**src/rtl/sonar_pkg.sv**
```systemverilog
`default_nettype none
// ============================================================================
// Module   : sonar_pkg
// Purpose  : Shared definitions for the sonar control unit. Contains the FSM
//            state encoding, the frame character select codes and the frame
//            length.
// Revision : 1.0 - initial release
// ============================================================================
package sonar_pkg;

    // Values 9..15 are illegal. The FSM sends them back to INICIAL.
    typedef enum logic [3:0] {
        INICIAL       = 4'd0,
        PREPARA       = 4'd1,
        MEDE          = 4'd2,
        ESPERA_MEDIDA = 4'd3,
        TRANSMITE     = 4'd4,
        ESPERA_TX     = 4'd5,
        FIM_FRAME     = 4'd6,
        ESPERA_TIMER  = 4'd7,
        PROX_POS      = 4'd8
    } state_t;

    // Character order within one serial frame.
    localparam logic [2:0] SEL_CENTENA_A  = 3'd0;  // angle hundreds
    localparam logic [2:0] SEL_DEZENA_A   = 3'd1;  // angle tens
    localparam logic [2:0] SEL_UNIDADE_A  = 3'd2;  // angle units
    localparam logic [2:0] SEL_VIRGULA    = 3'd3;  // ','
    localparam logic [2:0] SEL_CENTENA_D  = 3'd4;  // distance hundreds
    localparam logic [2:0] SEL_DEZENA_D   = 3'd5;  // distance tens
    localparam logic [2:0] SEL_UNIDADE_D  = 3'd6;  // distance units
    localparam logic [2:0] SEL_TERMINADOR = 3'd7;  // '#'

    localparam int N_CHARS = 8;

endpackage
`default_nettype wire

```
**src/rtl/watchdog_timer.sv**
```systemverilog
`default_nettype none
// ============================================================================
// Module   : watchdog_timer
// Purpose  : Up-counter that bounds a wait. It counts while enabled and holds
//            at TERMINAL-1. o_fim is high for as long as the terminal count
//            is held.
// Ports    : clk, rst       - clock, asynchronous active-high reset
//            i_clear        - synchronous clear (priority over enable)
//            i_enable       - count enable
//            o_fim          - terminal count reached
// Revision : 1.0 - initial release
// ============================================================================
module watchdog_timer #(
    parameter int TERMINAL = 1_500_000,
    parameter int W        = 21
) (
    input  logic clk,
    input  logic rst,
    input  logic i_clear,
    input  logic i_enable,
    output logic o_fim
);

    localparam logic [W-1:0] c_last = W'(TERMINAL - 1);

    logic [W-1:0] r_count;

    always_ff @(posedge clk or posedge rst) begin
        if (rst) begin
            r_count <= '0;
        end else if (i_clear) begin
            r_count <= '0;
        end else if (i_enable && (r_count != c_last)) begin
            r_count <= r_count + 1'b1;
        end
    end

    // The first enabled cycle is count 0. o_fim therefore rises after
    // TERMINAL-1 enabled cycles, and the caller leaves after TERMINAL cycles.
    assign o_fim = (r_count == c_last);

endmodule
`default_nettype wire

```
**src/rtl/sonar_uc.sv**
```systemverilog
`default_nettype none
// ============================================================================
// Module   : sonar_uc
// Purpose  : Control unit for the sonar datapath. One scan step does the
//            following, in order:
//              - triggers a measurement;
//              - sends the 8-character frame over the serial link;
//              - waits out the dwell timer;
//              - steps the servo.
//            Steps repeat while ligar is high.
// Ports    : clock, reset          - 50 MHz clock, async active-high reset
//            ligar                 - scan enable (level)
//            pronto_medida         - measurement done pulse
//            pronto_serial         - character transmitted pulse
//            fim_timer             - dwell time elapsed
//            zera/conta_timer      - dwell timer clear / enable
//            zera/conta_posicao    - servo position clear / step
//            reset_servo           - sensor interface reset
//            medir, partida_serial - measurement / UART start strobes
//            sel_letra             - frame character select
//            pronto                - frame complete strobe
//            erro_medida           - frame carries a timed-out measurement
//            db_estado             - current state code
// Revision : 1.0 - initial release
// ============================================================================
module sonar_uc
    import sonar_pkg::*;
#(
    parameter int TIMEOUT_CLKS = 1_500_000,
    parameter int TW           = 21
) (
    input  logic       clock,
    input  logic       reset,
    input  logic       ligar,
    input  logic       pronto_medida,
    input  logic       pronto_serial,
    input  logic       fim_timer,
    output logic       zera_timer,
    output logic       conta_timer,
    output logic       zera_posicao,
    output logic       conta_posicao,
    output logic       reset_servo,
    output logic       medir,
    output logic       partida_serial,
    output logic [2:0] sel_letra,
    output logic       pronto,
    output logic       erro_medida,
    output logic [3:0] db_estado
);

    state_t     r_state;
    logic [2:0] r_sel;
    logic       r_erro;

    logic       w_wd_clear;
    logic       w_wd_enable;
    logic       w_wd_fim;

    // The measurement watchdog is armed in MEDE and runs only while the FSM
    // waits for pronto_medida.
    assign w_wd_clear  = (r_state == PREPARA) || (r_state == MEDE);
    assign w_wd_enable = (r_state == ESPERA_MEDIDA);

    watchdog_timer #(
        .TERMINAL (TIMEOUT_CLKS),
        .W        (TW)
    ) u_watchdog (
        .clk      (clock),
        .rst      (reset),
        .i_clear  (w_wd_clear),
        .i_enable (w_wd_enable),
        .o_fim    (w_wd_fim)
    );

    always_ff @(posedge clock or posedge reset) begin
        if (reset) begin
            r_state <= INICIAL;
            r_sel   <= SEL_CENTENA_A;
            r_erro  <= 1'b0;
        end else begin
            case (r_state)
                INICIAL: begin
                    if (ligar) r_state <= PREPARA;
                end
                PREPARA: begin
                    r_sel   <= SEL_CENTENA_A;
                    r_erro  <= 1'b0;
                    r_state <= MEDE;
                end
                MEDE: begin
                    r_erro  <= 1'b0;
                    r_state <= ESPERA_MEDIDA;
                end
                ESPERA_MEDIDA: begin
                    // A real measurement wins when it lands on the timeout cycle.
                    if (pronto_medida) begin
                        r_erro  <= 1'b0;
                        r_state <= TRANSMITE;
                    end else if (w_wd_fim) begin
                        r_erro  <= 1'b1;
                        r_state <= TRANSMITE;
                    end
                end
                TRANSMITE: begin
                    r_state <= ESPERA_TX;
                end
                ESPERA_TX: begin
                    if (pronto_serial) begin
                        if (r_sel == SEL_TERMINADOR) begin
                            r_state <= FIM_FRAME;
                        end else begin
                            r_sel   <= r_sel + 1'b1;
                            r_state <= TRANSMITE;
                        end
                    end
                end
                FIM_FRAME: begin
                    r_sel <= SEL_CENTENA_A;
                    if (ligar) begin
                        r_state <= ESPERA_TIMER;
                    end else begin
                        // Clear the flag so that the idle state shows no status.
                        r_erro  <= 1'b0;
                        r_state <= INICIAL;
                    end
                end
                ESPERA_TIMER: begin
                    // Stopping the scan takes priority over a dwell expiry.
                    if (!ligar) begin
                        r_erro  <= 1'b0;
                        r_state <= INICIAL;
                    end else if (fim_timer) begin
                        r_state <= PROX_POS;
                    end
                end
                PROX_POS: begin
                    r_state <= MEDE;
                end
                default: begin
                    r_sel   <= SEL_CENTENA_A;
                    r_erro  <= 1'b0;
                    r_state <= INICIAL;
                end
            endcase
        end
    end

    // Moore decode. Every strobe lasts exactly as long as its single-cycle
    // state does.
    always_comb begin
        zera_timer     = 1'b0;
        conta_timer    = 1'b0;
        zera_posicao   = 1'b0;
        conta_posicao  = 1'b0;
        reset_servo    = 1'b0;
        medir          = 1'b0;
        partida_serial = 1'b0;
        pronto         = 1'b0;
        case (r_state)
            PREPARA: begin
                zera_timer   = 1'b1;
                zera_posicao = 1'b1;
                reset_servo  = 1'b1;
            end
            MEDE:         medir          = 1'b1;
            TRANSMITE:    partida_serial = 1'b1;
            FIM_FRAME: begin
                pronto     = 1'b1;
                zera_timer = 1'b1;
            end
            ESPERA_TIMER: conta_timer    = 1'b1;
            PROX_POS:     conta_posicao  = 1'b1;
            default: ;
        endcase
    end

    assign sel_letra   = r_sel;
    assign erro_medida = r_erro;
    assign db_estado   = r_state;

endmodule
`default_nettype wire

```
**config.mk**
```make
export PLATFORM = sky130hd
export DESIGN_NAME = sonar_uc
export DESIGN_NICKNAME = d
export VERILOG_FILES = /design/src/rtl/sonar_pkg.sv /design/src/rtl/watchdog_timer.sv /design/src/rtl/sonar_uc.sv
export SDC_FILE = /design/constraint.sdc
export NUM_CORES = 1
export LEC_CHECK = 0
export ABC_AREA = 1
export CAP_MARGIN = 20
export CORE_MARGIN = 4
export CORE_UTILIZATION = 60
export DETAILED_ROUTE_END_ITERATION = 8
export DONT_BUFFER_PORTS = 1
export PLACE_DENSITY = 0.76
export SYNTH_ARGS = -nofsm -noshare
export SYNTH_HDL_FRONTEND = slang
export SYNTH_HIERARCHICAL = 1
export SYNTH_SLANG_ARGS = --single-unit
```
**constraint.sdc**
```tcl
create_clock -name clock -period 1.83 [get_ports clock]
set_input_delay 0.549 -clock clock [delete_from_list [all_inputs] [get_ports clock]]
set_output_delay 0.549 -clock clock [all_outputs]
set_load 0.05 [all_outputs]
```
==> impl_summary.md, run 1 <==
Die
The region available for standard cell placement spans ~0.0034 mm². Row generation in the floorplan step produced 21 rows. From left edge to right edge, the die measures 68.2 µm.

The initial core utilization is a little under two thirds. The full die area is 0.00465 mm². During I/O placement, the number of pins put on the boundary was 22. The height of the die is around 68 µm.

Yosys
Yosys mapped the design onto 29 distinct sky130hd cell types. The sequential cell area fraction in the yosys report is 33.4%. In the synthesized netlist, the number of instances is 330. The number of nets in the synthesized netlist is 339. The synthesized design contains 29 register bits. For this run, the number of Yosys warnings is 6. After synthesis the cells add up to 0.00217 mm². The average cell area after synthesis is 6.59 µm².

Pwr
The total power draw is ~3.3 mW. The leakage power is 1.32 nW. The power spent charging and discharging nets is 1.75 mW. The power share of the combinational group is between 60 and 70%. The worst-case IR drop observed on VDD is about 0.7 mV. Of the total power, the clock network draws a little under an eighth. The sequential share of power is 24.8%. In this run switching power makes up a little over half of total power. The internal portion of the total power is 1.55 mW. The power density normalized to cell area is between 1000 and 1500 mW/mm².

Place
The HPWL after detailed placement is 3.78 mm. At the end of routability-driven placement, the weighted congestion stood at 0.906. Port buffering added 0 buffers.

Critical path
Measured in cells, the most critical reg-to-reg path has a length of 11. In this run the critical register-to-register path is launched from u_watchdog/r_count[10]. The kind of end point of the critical path is an output pin. The launching element of the worst setup path is db_estado[1]. The launching element type of the critical path is a flop. At the worst endpoint, the arrival time is 1400 ps.

The flop-to-flop setup slack is roughly 110 ps. The endpoint identified for the worst register-to-register timing path is db_estado[2]. Data on the critical path is required at its endpoint by approximately 1300 ps. Along the worst path, the maximum fanout reaches 6. The kind of critical path is flop to output pin.

STA
On the final layout, the worst clock skew is 12.9 ps. The worst slack on hold paths is 47.1 ps. The total negative slack for setup checks is -776 ps.

For the pin with the worst max-slew slack, the measured transition is 496 ps. The final critical path takes up 106% of the cycle. Setup repair after global routing could not meet its margin everywhere. Setup violations remaining at the end of the flow were counted as 8. The final-report hold violation count is 0. The number of max-slew violations in the final report came to 0. Measured against its own limit, the worst slew margin works out to 66.9%. The routed design could run at a clock period as short as 1950 ps. Setup slack on the critical path of the routed design comes to -119 ps. The timing-limited maximum frequency is about 0.5 GHz.

Global route
The number of global-route vias before repair was 2,102. The number of antenna violations at the first check in global routing is 0. The total overflow reported by the global router is 0. The first global-routing pass estimated 8.94 mm of wire. For this run, the total global-route usage over all layers was measured as 25.7%. The pin count of the biggest net entering global routing is 22.

Clock network
The number of buffers added by the clock tree synthesis step is 5. The largest buffer count on any clock path is 2. The TritonCTS sink count is 29. The number of H-tree levels is 2. After clock tree synthesis, the clock-pin slew on the worst setup and hold paths is 110 ps. TritonCTS built the clock tree. The root buffer cell chosen for the clock tree is sky130_fd_sc_hd__clkbuf_4. The source-to-sink clock delay at the later pin of the worst-skew pair is 340 ps.

Run status
The flow ran to the end, but the final reports show violations. The final reports fail on negative setup slack.

Drt
After detailed routing, the number of remaining DRC violations is 0. The first-iteration detailed-routing DRC count is 168. The average wire per cell in the routed design is 13.2 µm. After detailed routing, the number of vias per cell comes to 5.36. The via count is 2,171. In this run the remaining antenna-violating nets after routing total 0. The detailed-routing iteration count for the pre-antenna-repair pass is 4. The final routed wirelength across all metal layers is 5.36 mm.

Flow run
Max-cap violations in this run came to 0.

Finish
The fraction of final layout cells sized beyond drive strength 1 is 22.8%. The antenna cell count is 0. Measured on the finished design, the core utilization comes to 75.8%. The area growth from synthesis to final layout is 19.1%.

The total area of sequential cells is roughly 730 µm². The net count of the finished layout is about 370. Counting the fill cells in the layout gives 268. The multi-input combinational cell area is about 0.0013 mm².

Worst hold path
The path class of the tightest hold or removal check is primary input to asynchronous set/reset pin.
-- stage by stage --
stage          setup slack, ps  area, µm²  std cells
2_1_floorplan            -77.3       2230        330
3_5_place_dp              90.8       2390        386
5_1_grt                   -180       2590        405
6_report                  -119       2590        405
3_3_place_gp              91.4       2390        386
4_1_cts                   -131       2540        402
-- worst max-delay path by stage --
stage / cells after the start / slack (ps) / to
2_1_floorplan: 5 / -80 / zera_posicao
3_3_place_gp: 8 / 90 / u_watchdog/r_count[4]
3_5_place_dp: 7 / 90 / u_watchdog/r_count[0]
4_1_cts: 3 / -130 / conta_posicao
5_1_grt: 3 / -180 / conta_posicao
6_report: 5 / -120 / zera_timer
-- repair_timing --
| item | CTS | global route |
|---|---|---|
| resized for setup | 9 | 7 |
| hold buffers | 0 | 0 |
| setup endpoints to repair | 8 | 26 |
| hold endpoints to repair | 0 | 0 |
| buffers inserted | 8 | 3 |
| pin swaps | 3 | 2 |
-- state kept, by name (all words and copies together) (netlist names) --
register and count:
u_watchdog/r_count 21, db_estado 4, sel_letra 3, erro_medida 1
-- Yosys cell counts, drive strengths merged --
cell,instances,area share [%]
a21oi,1,0.23
ha,3,1.7
nor2,60,13
nand3,28,7.0
nand2,126,23
nor3b,1,0.35
nor3,2,0.46
xor2,7,2.8
nand4,14,4.0
o211ai,2,0.69
buf,4,1.5
o21bai,3,1.0
clkbuf,2,0.81
dfrtp,29,33
o21ai,5,1.2
clkinv,1,0.17
inv,41,7.3
nand3b,1,0.92
-- layer usage --
layer  global-route usage [%]  vias up  routed length, µm
met3                     5.25       20                306
met4                     13.4        0                191
met5                        0        -                  0
met2                     46.1       82               2550
li1                         -     1085                  -
met1                     28.4      984               2310
-- cell type report --
type	count	share of cell area (%)
Tap cell	46	2.22
Clock buffer	5	1.45
Clock inverter	3	0.676
Sequential cell	29	28.2
Inverter	42	6.86
Multi-Input combinational cell	253	50.4
Timing Repair Buffer	27	10.2
-- cell usage in the layout, fill, tap and decap left out, types with 4 or more instances in the layout --
master,count
sky130_fd_sc_hd__buf_12,4
sky130_fd_sc_hd__buf_4,21
sky130_fd_sc_hd__clkbuf_4,5
sky130_fd_sc_hd__clkinvlp_4,4
sky130_fd_sc_hd__dfrtp_1,25
sky130_fd_sc_hd__dfrtp_2,4
sky130_fd_sc_hd__inv_1,32
sky130_fd_sc_hd__inv_2,4
sky130_fd_sc_hd__nand2_1,112
sky130_fd_sc_hd__nand2_2,10
sky130_fd_sc_hd__nand2_4,4
sky130_fd_sc_hd__nand3_1,26
sky130_fd_sc_hd__nand4_1,14
sky130_fd_sc_hd__nor2_1,45
sky130_fd_sc_hd__nor2_2,6
sky130_fd_sc_hd__nor2_4,8
sky130_fd_sc_hd__o21ai_0,4
sky130_fd_sc_hd__xor2_1,7
-- logic make-up after synthesis --
| family | Yosys count | synth area share, % |
|---|---|---|
| flops | 29 | 33.4 |
| compound gates | 11 | 3.11 |
| xor+xnor | 7 | 2.82 |
| fa+ha+maj | 3 | 1.73 |
| buf+inv | 48 | 9.78 |
| simple gates | 232 | 49.2 |
-- worst max-delay path, cell delays in order, from the launching register on --
cell and delay (ps):
sky130_fd_sc_hd__dfrtp_2 470, sky130_fd_sc_hd__inv_1 90, sky130_fd_sc_hd__nor2_2 150, sky130_fd_sc_hd__nand2_1 110
sky130_fd_sc_hd__nand2_2 100, sky130_fd_sc_hd__buf_12 130
-- power by group through the flow --
stage | clock network (mW) | logic (mW) | registers [mW]
floorplan | 0 | 1.31 | 0.958
global placement | 0 | 1.84 | 0.808
detailed placement | 0 | 1.86 | 0.811
CTS | 0.394 | 1.99 | 0.805
global route | 0.414 | 2.27 | 0.832
finish | 0.383 | 2.10 | 0.821
No activity file was read; power rests on OpenSTA's default activity.
==> run 2: changes to the inputs <==
--- a/config.mk
+++ b/config.mk
@@ -8,10 +8,9 @@
 export ABC_AREA = 1
 export CAP_MARGIN = 20
 export CORE_MARGIN = 4
-export CORE_UTILIZATION = 60
+export CORE_UTILIZATION = 40
 export DETAILED_ROUTE_END_ITERATION = 8
 export DONT_BUFFER_PORTS = 1
-export PLACE_DENSITY = 0.76
 export SYNTH_ARGS = -nofsm -noshare
 export SYNTH_HDL_FRONTEND = slang
 export SYNTH_HIERARCHICAL = 1
==> constraint.sdc (replaced) <==
create_clock -name clock -period 2 [get_ports clock]
set_input_delay 0.6 -clock clock [delete_from_list [all_inputs] [get_ports clock]]
set_output_delay 0.6 -clock clock [all_outputs]
set_load 0.05 [all_outputs]
==> run 2 against run 1 <==
Against the previous run: the run now ends clean; flip-flop and latch count unchanged; register-to-register slack better by 140 ps; non-clock buffer count down 4; core utilization down 27 points.
==> impl_summary.md, run 2 (same netlist as run 1, synthesis figures left out) <==
Place
The congestion estimate from routability-driven global placement came to 0.872. The number of buffers inserted by port buffering is 0. The estimated wirelength of the detail-placed design is 3.94 mm. The total placed instance area is 0.00241 mm².

Die
The initialized floorplan defines 26 standard-cell rows. Measured along the y axis, the die boundary spans 81.7 µm. The initial core utilization is 42.0%. The full die area is roughly 0.0067 mm². After floorplanning, the core was sized to cover ~0.0052 mm².

The die extent in x is 81.7 µm. During I/O placement, the number of pins put on the boundary was 22.

STA
The worst path uses 97.8% of the clock period. For the pin with the worst max-slew slack, the measured transition is 502 ps. Based on the critical path, the design can be clocked at up to between 0.5 and 0.6 GHz. The number of max-slew violations in the final report is 0.

The clock tree skew after final layout is 5.94 ps. The time the final worst path needs with I/O delays and setup is about 2000 ps. The final-report hold violation count came to 0. Setup total negative slack on the finished layout was measured at 0 ps. Setup violations remaining at the end of the flow were counted as 0. The relative max-transition margin is 66.5%.

Clock network
In this run, CTS created clock tree buffers numbering 5. The largest buffer count on any clock path is 2. The clock root buffer master is sky130_fd_sc_hd__clkbuf_8. Clock-pin slew was measured on the worst setup and hold paths at 70 ps. TritonCTS built the clock tree. The count of hold-fix buffers inserted at cts is 0.

CTS built an H-tree with a depth of 2. The source-to-sink clock delay at the later pin of the worst-skew pair is 280 ps. The clock drives 29 sinks.

Global route
The number of antenna violations at the first check in global routing is 0. The overall fraction of global-route tracks in use is 17.2%. The number of global-route vias before repair was around 2,000. Entering global routing, the biggest net connects 22 pins. The first global-routing pass estimated approximately 9 mm of wire.

After global routing the overflow that remains totals 0.

Pwr
The design draws 2.98 mW. Summed over all cells, the static leakage comes to between 1 and 1.5 nW. The power density normalized to cell area is 1170 mW/mm².

The peak ir drop on the vdd network is 0.549 mV.

Critical path
In this run the worst setup path begins at db_estado[0]. By startpoint and endpoint, the worst setup path is classified as flop to output pin. The data arrival time of the critical path is 1360 ps. The worst setup path is launched from a flop. The most critical setup path has its endpoint at zera_timer. The worst register-to-register path has a setup slack of 250 ps. The startpoint of the worst register-to-register path is u_watchdog/r_count[11].

The critical path data required time is about 1400 ps. The worst register-to-register path ends at db_estado[2]. STA classifies the critical path endpoint as an output pin.

Of all nets on the critical path, the largest fanout is 6. The number of cells on the worst reg-to-reg path is 10.

Finish
Leaving out fill and tap cells, the most frequent cells in the layout are 115 x sky130_fd_sc_hd__nand2_1, 45 x sky130_fd_sc_hd__nor2_1, 32 x sky130_fd_sc_hd__inv_1. The number of flip-flops in the largest register is 21. The post-route netlist has 20.3% of its cells at a drive strength greater than 1.

After routing the design area is 0.00255 mm². At the end of the flow the core is filled with cells to 49.3%. The net count of the finished layout is 363. The number of inserted filler cells in the final layout is between 500 and 600.

The area growth from synthesis to final layout is 17.3%. The library cell used most frequently in the layout, excluding fill and tap cells, is sky130_fd_sc_hd__nand2_1. The top register by number of flip-flops is u_watchdog/r_count. The antenna cell count is 0.

Drt
The via count is 2,084. For this block, the routed nets add up to 5.20 mm of wire. The count of nets left with antenna violations once routing finished came out at 0. The ratio of routed vias to standard cells is 4.90. The detailed-routing iteration count for the pre-antenna-repair pass is 4. After detailed routing, the number of remaining DRC violations is 0. Dividing the detail-routed wire length by the instance count gives between 10 and 15 µm.

The first-iteration detailed-routing DRC count is 95.

Flow run
Max-cap violations in this run came to 0.

Run status
The flow ran to the end, and the final reports show no timing, DRC or antenna violations.

Worst hold path
The worst hold-check path type is primary input to asynchronous set/reset pin.
-- run 2: cell types whose count changed in the layout (fill, tap and decap cells not counted), moves of 2 or more --
cell                         previous run  this run
sky130_fd_sc_hd__nor2_4                 8         5
sky130_fd_sc_hd__nand2_1              112       115
sky130_fd_sc_hd__clkinvlp_4             4         1
sky130_fd_sc_hd__nor2_2                 6         9
sky130_fd_sc_hd__buf_4                 21        19
sky130_fd_sc_hd__clkbuf_8               0         5
sky130_fd_sc_hd__clkbuf_4               5         0
sky130_fd_sc_hd__nand2_4                4         2
sky130_fd_sc_hd__inv_2                  4         7
-- run 2: cell type report --
cell class / count / area, µm² / share of cell area (%)
Inverter: 42 / 166 / 6.52
Timing Repair Buffer: 23 / 223 / 8.73
Clock buffer: 6 / 72.6 / 2.84
Clock inverter: 2 / 10.0 / 0.392
Tap cell: 70 / 87.6 / 3.43
Sequential cell: 29 / 731 / 28.6
Multi-Input combinational cell: 253 / 1260 / 49.4
-- run 2: how the worst min path moves through the flow --
stage	from	endpoint
after floorplan	reset	erro_medida
after global placement	reset	sel_letra[1]
after detailed placement	reset	sel_letra[1]
after CTS	reset	sel_letra[2]
after global routing	reset	sel_letra[2]
final	reset	sel_letra[2]
-- run 2: what timing repair did --
item	in CTS	in global routing
endpoints found under the setup margin	1	7
gates resized for setup	0	6
buffers inserted	2	3
pin swaps	0	2
-- run 2: where the power goes --
part / switching [mW] / internal, mW / total, mW
clock network: 0.224 / 0.240 / 0.465
logic: 1.19 / 0.568 / 1.76
registers: 0.103 / 0.652 / 0.755
-- run 2: stage by stage --
step | std cells | hold WS, ps | setup WS, ps
after floorplan | 330 | 415 | 9.82
after global placement | 412 | 457 | 228
after detailed placement | 412 | 457 | 205
after CTS | 422 | 145 | 0.134
after global routing | 425 | 163 | -10.5
final | 425 | 151 | 43.9
-- run 2: per-layer routing --
| layer | up-vias | track usage, % | routed length [µm] | share of wire, % |
|---|---|---|---|---|
| li1 | 1079 | - | - | - |
| met3 | 7 | 3.62 | 237 | 4.6 |
| met2 | 48 | 27.3 | 2300 | 44 |
| met4 | 0 | 5.32 | 55 | 1.1 |
| met5 | - | 0 | 0 | 0 |
| met1 | 950 | 23.5 | 2600 | 50 |
-- run 2: worst max-delay path: stages (launching register included) --
cell                      delay, ps
sky130_fd_sc_hd__dfrtp_2        460
sky130_fd_sc_hd__inv_2          100
sky130_fd_sc_hd__nor2_8         140
sky130_fd_sc_hd__nand2_2        100
sky130_fd_sc_hd__nand2_1        130
sky130_fd_sc_hd__buf_12         140
==> run 3: changes to the inputs <==
--- a/config.mk
+++ b/config.mk
@@ -5,12 +5,14 @@
 export SDC_FILE = /design/constraint.sdc
 export NUM_CORES = 1
 export LEC_CHECK = 0
-export ABC_AREA = 1
 export CAP_MARGIN = 20
+export CELL_PAD_IN_SITES_DETAIL_PLACEMENT = 1
+export CELL_PAD_IN_SITES_GLOBAL_PLACEMENT = 2
 export CORE_MARGIN = 4
-export CORE_UTILIZATION = 40
+export CORE_UTILIZATION = 38
 export DETAILED_ROUTE_END_ITERATION = 8
 export DONT_BUFFER_PORTS = 1
+export PLACE_DENSITY_LB_ADDON = 0.1
 export SYNTH_ARGS = -nofsm -noshare
 export SYNTH_HDL_FRONTEND = slang
 export SYNTH_HIERARCHICAL = 1
==> run 3 against run 2 <==
Against the previous run: largest cell class unchanged; wire length increased by 1.7%; clock skew about the same; clock-buffer cell count decreased by 1; clock power increased by 0.9%; combinational power increased by 7%; fmax decreased by 3.1%; design area increased by 0.83%; the run now ends with negative setup slack left.
==> impl_summary.md, run 3 <==
Critical path
For this design, the slowest cell found on the critical path is sky130_fd_sc_hd__dfrtp_2. Data on the critical path is required at its endpoint by about 1400 ps. The launching element type of the critical path is a flop. Traced cell by cell, the critical path runs through buf_6, nand2_1, nor2_2, a21oi_1, nor2_2, buf_12. At the worst endpoint, the arrival time is 1420 ps. The worst setup path is captured at an output pin. On the worst path, the slowest cell contributes a delay of 430 ps. The kind of critical path is flop to output pin.

The highest net fanout along the worst path is 5. The most frequent cell on the critical path is sky130_fd_sc_hd__nor2_2.

Clock network
The longest clock path from root to sink contains 2 buffers. The tree is rooted in a sky130_fd_sc_hd__clkbuf_8. TritonCTS built the clock tree. The TritonCTS sink count is 29. CTS built an H-tree with a depth of 2.

The count of hold-fix buffers inserted at cts is 0. The source-to-sink clock delay at the later pin of the worst-skew pair is 280 ps. The number of clock buffers added by TritonCTS is 5.

Clock-pin slew was measured on the worst setup and hold paths at 70 ps.

Global route
The pin count of the biggest net entering global routing is 28. The first global-routing pass estimated 8.70 mm of wire. The total overflow reported by the global router is 0.

The number of global-route vias before repair is 1,774. The number of antenna violations at the first check in global routing came to 0. Global routing used a little under a fifth of the available tracks across all layers.

Die
The die covers roughly 0.0060 mm². After floorplanning, the core was sized to cover approximately 0.0047 mm². After floorplanning, the core was divided into 25 placement rows. The die is 77.7 µm wide. In this run the count of I/O pins placed on the die edge is 22. The height of the die is 77.7 µm.

The initial core utilization is 39.1%.

Yosys
The number of nets in the synthesized netlist is 216. In the synthesized netlist, the number of instances is between 200 and 250. After synthesis the cells add up to 0.00185 mm².

The synthesized design spends more area on one cell type than any other, namely sky130_fd_sc_hd__dfrtp_1. Of all flip-flops after synthesis, the portion carrying an async set or reset was 100%. In the synthesized netlist the dominant register cell turns out to be sky130_fd_sc_hd__dfrtp_1. The average cell area after synthesis is ~8.9 µm². The top cell type by area accounts for 39.3% of the synthesized area. The Yosys step of the flow raised 6 warnings.

The synthesized flop and latch total is 29. After synthesis, flip-flops and latches occupy 39.3% of the total area. The count of different cell masters after synthesis is 44. Sorting the synthesized cells by area gives the leading types as sky130_fd_sc_hd__dfrtp_1 39%, sky130_fd_sc_hd__a21oi_1 4.1%, sky130_fd_sc_hd__nand2_1 3.9%, sky130_fd_sc_hd__nor2_1 3.7%, sky130_fd_sc_hd__or4_1 2.8%.

The number of enable flip-flop cells after synthesis is 0. The cell with the most instances after synthesis is sky130_fd_sc_hd__dfrtp_1. Ranked by instance count, the synthesized netlist is headed by 29 x sky130_fd_sc_hd__dfrtp_1, 19 x sky130_fd_sc_hd__nand2_1, 18 x sky130_fd_sc_hd__nor2_1, 15 x sky130_fd_sc_hd__a21oi_1, 10 x sky130_fd_sc_hd__nor3_1.

Place
Detailed placement ended at an HPWL of 3.70 mm. During placement, the flow inserted port buffers numbering 0. The total placed instance area is 0.00227 mm². The global placement routability congestion is 0.798.

Pwr
The sequential share of power is between 20% and 30%. Dividing total power by cell area gives a power density of approximately 1200 mW/mm². VDD sags by at most 0.592 mV. Per report_power, the clock group accounts for 15.3% of the total. The internal power summed over all cells is 1.68 mW. The leakage power is approximately 1.2 nW. The switching share of power is 45.0%. In this run the power spent charging and discharging nets is 1.37 mW.

The power share of the combinational group is 61.6%.

Finish
The post-route netlist has 37.3% of its cells at a drive strength greater than 1. The library cell used most frequently in the layout, excluding fill and tap cells, is sky130_fd_sc_hd__buf_4. The antenna cell count is 0. Once layout is done, the placed cells without fillers occupy 0.00257 mm². For this run, the post-layout net count is between 200 and 300. The total area of sequential cells is 729 µm². Fill cells in the final layout number approximately 550. The top cell types in the final layout, fill and taps aside, are 39 x sky130_fd_sc_hd__buf_4, 26 x sky130_fd_sc_hd__dfrtp_1, 16 x sky130_fd_sc_hd__nand2_1. Ranked by flip-flop count, first place goes to u_watchdog/r_count. The number of flip-flops in the largest register is 21. The multi-input combinational cell area is 0.00116 mm². Relative to the synthesized area, the layout overhead comes to 39.2%.

STA
Setup total negative slack on the finished layout was measured at -18.6 ps. Setup repair after global routing could not meet its margin everywhere. The final-report hold violation count is 0. The timing-limited maximum frequency is 0.495 GHz. Setup violations remaining at the end of the flow were counted as 1. The slew at the pin closest to its max-slew limit is 519 ps. Final hold analysis gives a worst-case slack of about 160 ps. The worst path uses 101% of the clock period. Headroom to the max-slew limit came out at 65.4%. The setup slack of the critical path after layout is -18.6 ps. The number of max-slew violations in the final report is 0. The smallest clock period supported by the final layout is computed as 2020 ps. The clock arrives with 6.23 ps of skew.

Drt
The detailed-routing iteration count for the pre-antenna-repair pass is 4. The remaining number of nets flagged by the antenna check after routing is 0. For this run, design rule violations remaining after detail routing come to 0. The ratio of routed vias to standard cells is roughly 5.3. In the final routed layout, each cell accounts on average for 16.4 µm. The final routed wirelength across all metal layers is approximately 5.3 mm. The via count is between 1,500 and 2,000. The first-iteration detailed-routing DRC count is 33.

Run status
The checks that failed: negative setup slack. The flow ran to the end, but the final reports show violations.

Flow run
The max-cap violation count is 0.

Worst hold path
The worst hold-check path type is primary input to asynchronous set/reset pin.
-- run 3: per-stage QoR --
step | total power, mW | setup slack, ps | utilization [%] | instances
3_3_place_gp | 2.27 | 46.4 | 48.1 | 301
5_1_grt | 3.24 | -81.8 | 54.5 | 322
4_1_cts | 2.97 | -3.59 | 52.0 | 315
6_report | 3.06 | -18.6 | 54.5 | 322
3_5_place_dp | 2.32 | -60.6 | 48.1 | 301
2_1_floorplan | 1.86 | -381 | - | 207
-- run 3: cell families (layout without fill, tap and decap cells) --
kind of cell               after synthesis  after routing  share of synthesized area (%)
and+or+nand+nor                        107            107                           33.6
AOI/OAI and AO/OA                       36             36                           12.8
DFF                                     29             29                           39.3
buffers and inverters                   19             67                           5.35
muxes                                    8              8                           4.60
xor gates and xnor gates                 5              5                           2.37
adders and majority gates                3              3                           2.03
-- run 3: power groups by stage --
stage	clock, mW	sequential [mW]	combinational, mW
after floorplan	0	0.868	0.996
after CTS	0.495	0.699	1.78
final	0.469	0.706	1.88
after global routing	0.525	0.713	2.00
after detailed placement	0	0.744	1.58
after global placement	0	0.737	1.53
-- run 3: cell type report --
class | count | share of cell area (%)
clock buffer | 5 | 2.68
timing repair buffer | 52 | 18.9
multi-input combinational | 159 | 45.1
tap | 67 | 3.26
inverter | 7 | 1.02
clock inverter | 3 | 0.681
sequential | 29 | 28.4
-- run 3: worst max-delay path: cells and delay by family, from the launching register on --
kind	cells	cell delay, ps
buf+inv	2	290
compound gates	1	190
flops	1	430
simple gates	3	230
-- run 3: what timing repair did --
action | in CTS | in global routing
endpoints found under the setup margin | 12 | 15
gates resized for setup | 12 | 16
pin swaps | 4 | 8
setup buffers | 6 | 7
cloned | 0 | 0
endpoints found under the hold margin | 0 | 0
-- run 3: per-layer routing --
| metal | global-route usage (%) | share of wire (%) |
|---|---|---|
| met2 | 31.6 | 53 |
| met1 | 22.0 | 42 |
| met3 | 4.06 | 3.9 |
| met5 | 0 | 0 |
| met4 | 4.98 | 0.87 |
-- run 3: path summary, 6_finish.rpt --
check | startpoint | endpoint | slack [ps] | cells past startpoint
worst min-delay path | reset | sel_letra[2] | 160 | 1
worst max register to register | db_estado[1] | u_watchdog/r_count[15] | 80 | 6
min in group clock | ligar | db_estado[3] | 500 | 1
worst max-delay path | db_estado[2] | zera_timer | -20 | 6
max in group asynchronous | reset | u_watchdog/r_count[8] | 1530 | 2
worst min register to register | u_watchdog/r_count[20] | u_watchdog/r_count[20] | 560 | 2
